**src/rtl/bf_state_counter_if.sv**
```systemverilog
// Loop interface between next_state_generator (master) and bf_state_counter (slave):
// next-state/counter commands outward, registered state/counter/kickback flag back.
interface bf_state_counter_if #(
    parameter int CNT_W = 5
);
    logic [2:0]       main_state_n;
    logic [CNT_W-1:0] counter_load;
    logic             counter_load_en;
    logic [1:0]       count_state;
    logic [2:0]       main_state;
    logic [CNT_W-1:0] counter;
    logic             kickback_match;

    modport master (
        output main_state_n, counter_load, counter_load_en, count_state,
        input  main_state, counter, kickback_match
    );

    modport slave (
        input  main_state_n, counter_load, counter_load_en, count_state,
        output main_state, counter, kickback_match
    );
endinterface

```
**src/rtl/bf_state_counter.sv**
```systemverilog
// Bound-flasher datapath: main-state register, saturating lamp counter, blink phase, lamp bar.
// Define BF_FLICK_SYNC_EN to pass flick through a 2-flop synchronizer before use.
module bf_state_counter #(
    parameter int LAMP_NUM = 16,
    parameter int CNT_W    = 5,
    parameter int KICK_A   = 5,
    parameter int KICK_B   = 10
) (
    input  logic                clk,
    input  logic                rst,
    input  logic                flick,
    output logic                flick_q,
    output logic [LAMP_NUM-1:0] lamp,
    bf_state_counter_if.slave   bus
);
    typedef enum logic [2:0] {
        IDLE   = 3'd0,
        UP_A   = 3'd1,
        DOWN_A = 3'd2,
        UP_B   = 3'd3,
        DOWN_B = 3'd4,
        UP_C   = 3'd5,
        DOWN_C = 3'd6,
        BLINK  = 3'd7
    } state_e;

    localparam logic [CNT_W-1:0] LAMP_MAX = CNT_W'(LAMP_NUM);
    localparam logic [CNT_W-1:0] KICK_A_C = CNT_W'(KICK_A);
    localparam logic [CNT_W-1:0] KICK_B_C = CNT_W'(KICK_B);
    localparam logic [CNT_W-1:0] CNT_ZERO = '0;
    localparam logic [CNT_W-1:0] CNT_ONE  = CNT_W'(1);

    state_e              main_state_q, main_state_d;
    logic [CNT_W-1:0]    counter_q, counter_d;
    logic                blink_ph_q, blink_ph_d;
    logic [LAMP_NUM-1:0] lamp_q, lamp_d;

`ifdef BF_FLICK_SYNC_EN
    logic flick_s1_q, flick_s2_q;

    // Two-stage synchronizer for the asynchronous board flick input
    always_ff @(posedge clk or posedge rst) begin
        if (rst) begin
            flick_s1_q <= 1'b0;
            flick_s2_q <= 1'b0;
        end else begin
            flick_s1_q <= flick;
            flick_s2_q <= flick_s1_q;
        end
    end

    assign flick_q = flick_s2_q;
`else
    assign flick_q = flick;
`endif

    // Next-state, counter, blink phase and lamp bar from the generator's commands
    always_comb begin
        main_state_d = state_e'(bus.main_state_n);
        counter_d    = counter_q;
        blink_ph_d   = 1'b0;
        lamp_d       = '0;

        if (bus.counter_load_en) begin
            if (bus.counter_load > LAMP_MAX) begin
                counter_d = LAMP_MAX;
            end else begin
                counter_d = bus.counter_load;
            end
        end else begin
            case (bus.count_state)
                2'b01: begin
                    if (counter_q < LAMP_MAX) begin
                        counter_d = counter_q + CNT_ONE;
                    end else begin
                        counter_d = counter_q;
                    end
                end
                2'b10: begin
                    if (counter_q > CNT_ZERO) begin
                        counter_d = counter_q - CNT_ONE;
                    end else begin
                        counter_d = counter_q;
                    end
                end
                default: counter_d = counter_q;
            endcase
        end

        // Phase is aligned with main_state: first BLINK cycle sees phase 1
        if (main_state_d == BLINK) begin
            blink_ph_d = ~blink_ph_q;
            lamp_d     = {LAMP_NUM{blink_ph_d}};
        end else begin
            blink_ph_d = 1'b0;
            for (int i = 0; i < LAMP_NUM; i++) begin
                lamp_d[i] = (CNT_W'(i) < counter_d);
            end
        end
    end

    // State registers with asynchronous clear
    always_ff @(posedge clk or posedge rst) begin
        if (rst) begin
            main_state_q <= IDLE;
            counter_q    <= '0;
            blink_ph_q   <= 1'b0;
            lamp_q       <= '0;
        end else begin
            main_state_q <= main_state_d;
            counter_q    <= counter_d;
            blink_ph_q   <= blink_ph_d;
            lamp_q       <= lamp_d;
        end
    end

    assign bus.main_state     = main_state_q;
    assign bus.counter        = counter_q;
    assign lamp               = lamp_q;
    assign bus.kickback_match = flick_q &
                                (((main_state_q == UP_B) && (counter_q == KICK_A_C)) ||
                                 ((main_state_q == UP_C) && (counter_q == KICK_B_C)));
endmodule

```
**src/flat_wrapper.sv**
```systemverilog
// flat-port wrapper written by rule: the top's interface ports become plain ports
module bf_state_counter_flat 
#(
    parameter int LAMP_NUM = 16,
    parameter int CNT_W    = 5,
    parameter int KICK_A   = 5,
    parameter int KICK_B   = 10
)
  (clk, rst, flick, flick_q, lamp, bus_main_state_n, bus_counter_load, bus_counter_load_en, bus_count_state, bus_main_state, bus_counter, bus_kickback_match);
  bf_state_counter_if #(.CNT_W(CNT_W)) bus_i ();
  input  logic clk;
  input  logic rst;
  input  logic flick;
  output logic flick_q;
  output logic [LAMP_NUM-1:0] lamp;
  input wire logic [$bits(bus_i.main_state_n)-1:0] bus_main_state_n;
  input wire logic [$bits(bus_i.counter_load)-1:0] bus_counter_load;
  input wire logic [$bits(bus_i.counter_load_en)-1:0] bus_counter_load_en;
  input wire logic [$bits(bus_i.count_state)-1:0] bus_count_state;
  output wire logic [$bits(bus_i.main_state)-1:0] bus_main_state;
  output wire logic [$bits(bus_i.counter)-1:0] bus_counter;
  output wire logic [$bits(bus_i.kickback_match)-1:0] bus_kickback_match;
  assign bus_i.main_state_n = bus_main_state_n;
  assign bus_i.counter_load = bus_counter_load;
  assign bus_i.counter_load_en = bus_counter_load_en;
  assign bus_i.count_state = bus_count_state;
  assign bus_main_state = bus_i.main_state;
  assign bus_counter = bus_i.counter;
  assign bus_kickback_match = bus_i.kickback_match;
  bf_state_counter #(.LAMP_NUM(LAMP_NUM), .CNT_W(CNT_W), .KICK_A(KICK_A), .KICK_B(KICK_B)) u_core (.clk(clk), .rst(rst), .flick(flick), .flick_q(flick_q), .lamp(lamp), .bus(bus_i));
endmodule
```
**config.mk**
```make
export PLATFORM = sky130hd
export DESIGN_NAME = bf_state_counter_flat
export DESIGN_NICKNAME = d
export VERILOG_FILES = /design/src/rtl/bf_state_counter_if.sv /design/src/rtl/bf_state_counter.sv /design/src/flat_wrapper.sv
export SDC_FILE = /design/constraint.sdc
export NUM_CORES = 1
export LEC_CHECK = 0
export ABC_AREA = 0
export CORE_ASPECT_RATIO = 1.75
export CORE_MARGIN = 3
export CORE_UTILIZATION = 50
export CTS_BUF_LIST = sky130_fd_sc_hd__clkbuf_8 sky130_fd_sc_hd__clkbuf_16
export DETAILED_ROUTE_END_ITERATION = 8
export PLACE_DENSITY = 0.83
export SLEW_MARGIN = 20
export SYNTH_ARGS = -nofsm -noshare
export SYNTH_HDL_FRONTEND = slang
export SYNTH_SLANG_ARGS = --single-unit
```
**constraint.sdc**
```tcl
create_clock -name clk -period 4.5 [get_ports clk]
set_input_delay 1.125 -clock clk [delete_from_list [all_inputs] [get_ports clk]]
set_output_delay 1.125 -clock clk [all_outputs]
set_load 0.005 [all_outputs]
```
==> summary.md <==
| Metric | Value |
|---|---|
| Outcome | complete, no violations |
| Global-route wire length before repair | 6.175 mm |
| Hold endpoint | u_core.blink_ph_q |
| GR Util met1 | 26.87% |
| Clock Pin Slew Worst Setup and Hold Paths | 80 ps |
| RR Startpoint | u_core.bus.counter[1] |
| Commonest non-fill, non-tap cell in the layout | clkdlybuf4s50_1 |
| Average cell area after synthesis | 10.19 um2 |
| Tot Pwr | 601.2 uW |
| CTS Hold Bufs | 0 |
| Busiest layer in global routing | met2 |
| Synth Register Bits | 25 |
| Routed Antenna Nets | 0 |
| Worst slew pin tran | 905.9 ps |
| Port bufs | 39 |
| Post-synth top flop | dfrtp_1 |
| Number of synthesized flops with an enable pin | 0 |
| Hold Path Depth | 1 |
| Setup Viol. Count Final | 0 |
| R2r endpoint | u_core.lamp[1] |
| CTS Sinks | 25 |
| Max_cap viols | 0 |
| Hpwl dp | 2.885 mm |
| Hold path start | u_core.blink_ph_q |
| Core footprint | 2721 um2 |
| Worst Hold Class | reg -> reg |
| Die area | 3599 um2 |
| VDD IR max | 341.6 uV |
| Max-slew headroom | 39.54% |
| PwrDens | 322.3 nW/um2 |
| GR Overflow Total | 0 |
| Crit Path Max Fanout | 2 |
| Met3 usage | 3.052% |
| CTS buffer count | 3 |
| Later-pin clock latency in the skew report | 270 ps |
| Die W | 46.66 um |
| Net total in the final layout | 199 |
| Wire per inst | 18.27 um |
| Clock buffer depth | 2 |
| Final period util | 77.39% |
| Vias post-DR | 1224 |
| CP Class | in -> out |
| Final Skew | 2.399 ps |
| Chip Height | 77.15 um |
| Crit end category | primary output |
| Postcts setup bufs | 0 |
| Most frequent cells in the layout | clkdlybuf4s50_1, dfrtp_1, nand2_1 |
| Setup TNS | 0 ps |
| Leakage | 0.8065 nW |
| RSZ-0062 raised after global routing | no |
| Reg2Reg Depth | 8 |
| Maximum clock rate | 0.2871 GHz |
| R2r setup slk | 1990 ps |
| Routability cong. | 0.8472 |
| Rows | 25 |
| I/O pin count | 40 |
| CP arrival | 2360 ps |
| Mapped cell area | 1446 um2 |
| Initial DRC Count | 31 |
| Layout cells sized above 1 | 11.24% |
| Library cells used by synthesis | 50 |
| Sequential area share after synthesis | 43.25% |
| Largest net degree at the start of global routing | 26 |
| Detailed Routing Iterations Pass 1 | 4 |
| DR DRC count | 0 |
| Hold Vio Cnt, Final | 0 |
| Via/cell ratio | 5.971 |
| Fillers | 241 |
| Synth async-reset ratio | 100.0% |
| Slew Viols, Final | 0 |
| Final wirelength | 3.745 mm |
| Antenna cells | 0 |
| Vias in the first global route | 1298 |
| CP Launch Type | input port |
| Initial Util | 53.15% |
| Synth warn | 0 |
| Cell count after synthesis | 142 |
| Global-route usage over all layers | 23.50% |
| Root Driver | clkbuf_8 |
| Synthesis-to-finish area growth | 28.98% |
| PostCTS Resize Cnt | 0 |
| Post-Syn Nets | 162 |
| Grt met2 use | 41.44% |
| Worst path required time | 3380 ps |
| Final worst path period need | 3483 ps |
| Initial antenna violation count | 0 |
| H-tree depth | 1 |
| CTS tree | done |
==> sequential cells by signal, summed over array words and instances, names as in the netlist <==
register / count
u_core.lamp: 16
u_core.bus.counter: 5
u_core.bus.main_state: 3
u_core.blink_ph_q: 1
==> power breakdown <==
part	switching (mW)	total, mW	internal [mW]
logic	0.0915	0.196	0.104
clock network	0.0655	0.127	0.0611
registers	0.0257	0.279	0.253
total	0.183	0.601	0.418
==> through the flow <==
stage               worst slack [ps]  std cells  hold WS [ps]  area (um2)  util, %
floorplan                       1592        142         442.2        1446        -
global placement                1044        201         497.7        1821    66.90
detailed placement             922.5        201         507.9        1821    66.90
CTS                             1008        205         517.8        1866    68.55
global route                   954.1        205         537.6        1866    68.55
finish                          1017        205         520.0        1866    68.55
==> worst max-delay path by stage <==
| stage | start | endpoint | slack [ps] | cells after the start |
|---|---|---|---|---|
| final | flick | bus_kickback_match | 1020 | 4 |
| after detailed placement | bus_count_state[0] | u_core.lamp[10] | 920 | 9 |
| after global routing | u_core.bus.counter[0] | bus_kickback_match | 950 | 7 |
| after CTS | flick | bus_kickback_match | 1010 | 4 |
| after floorplan | bus_count_state[0] | u_core.lamp[10] | 1590 | 9 |
| after global placement | bus_count_state[0] | u_core.lamp[10] | 1040 | 9 |
==> cells in the mapped netlist (2+ instances only) <==
library cell | n | share of area (%)
ha_1 | 6 | 5.2
nor2_1 | 7 | 1.8
nand2_1 | 16 | 4.2
nand4b_1 | 2 | 1.2
mux2i_1 | 2 | 1.4
o21ai_0 | 5 | 1.7
inv_1 | 13 | 3.4
a221o_1 | 2 | 1.4
a21o_1 | 2 | 1.0
nand3_1 | 6 | 2.1
nand2b_1 | 3 | 1.3
nor3_1 | 3 | 1.0
buf_6 | 2 | 1.6
nor2b_1 | 4 | 1.7
a21oi_1 | 6 | 2.1
nor3_2 | 2 | 1.4
dfrtp_1 | 25 | 43
buf_2 | 4 | 1.4
==> critical path: stages <==
cell,delay [ps]
clkdlybuf4s50_1,470
nand2_1,60
nor3_1,150
clkdlybuf4s50_1,550
==> metal layers <==
metal	part of all wire, %	vias up
li1	-	572
met1	35	596
met2	58	47
met3	4.9	9
met4	2.0	0
met5	0	-
==> final cells by class <==
cell class                 count  area, um2  area share, %
clock buffer                   3      41.29          2.213
sequential                    25      625.6          33.53
inverter                      14      52.55          2.817
clock inverter                 1      3.754         0.2012
tap                           27      33.78          1.811
timing repair buffer          39      390.4          20.93
multi-input combinational     96      718.2          38.50
==> logic make-up (layout without fill, tap and decap cells) <==
kind of cell    after synthesis  in the layout  share of synthesized area [%]
compound gates               30             30                          17.82
flops                        25             25                          43.25
buf+inv                      21             57                          7.094
simple gates                 58             58                          25.26
fa+ha+maj                     6              6                          5.190
mux                           2              2                          1.384
Note: power is estimated with default switching activity, not from simulation.
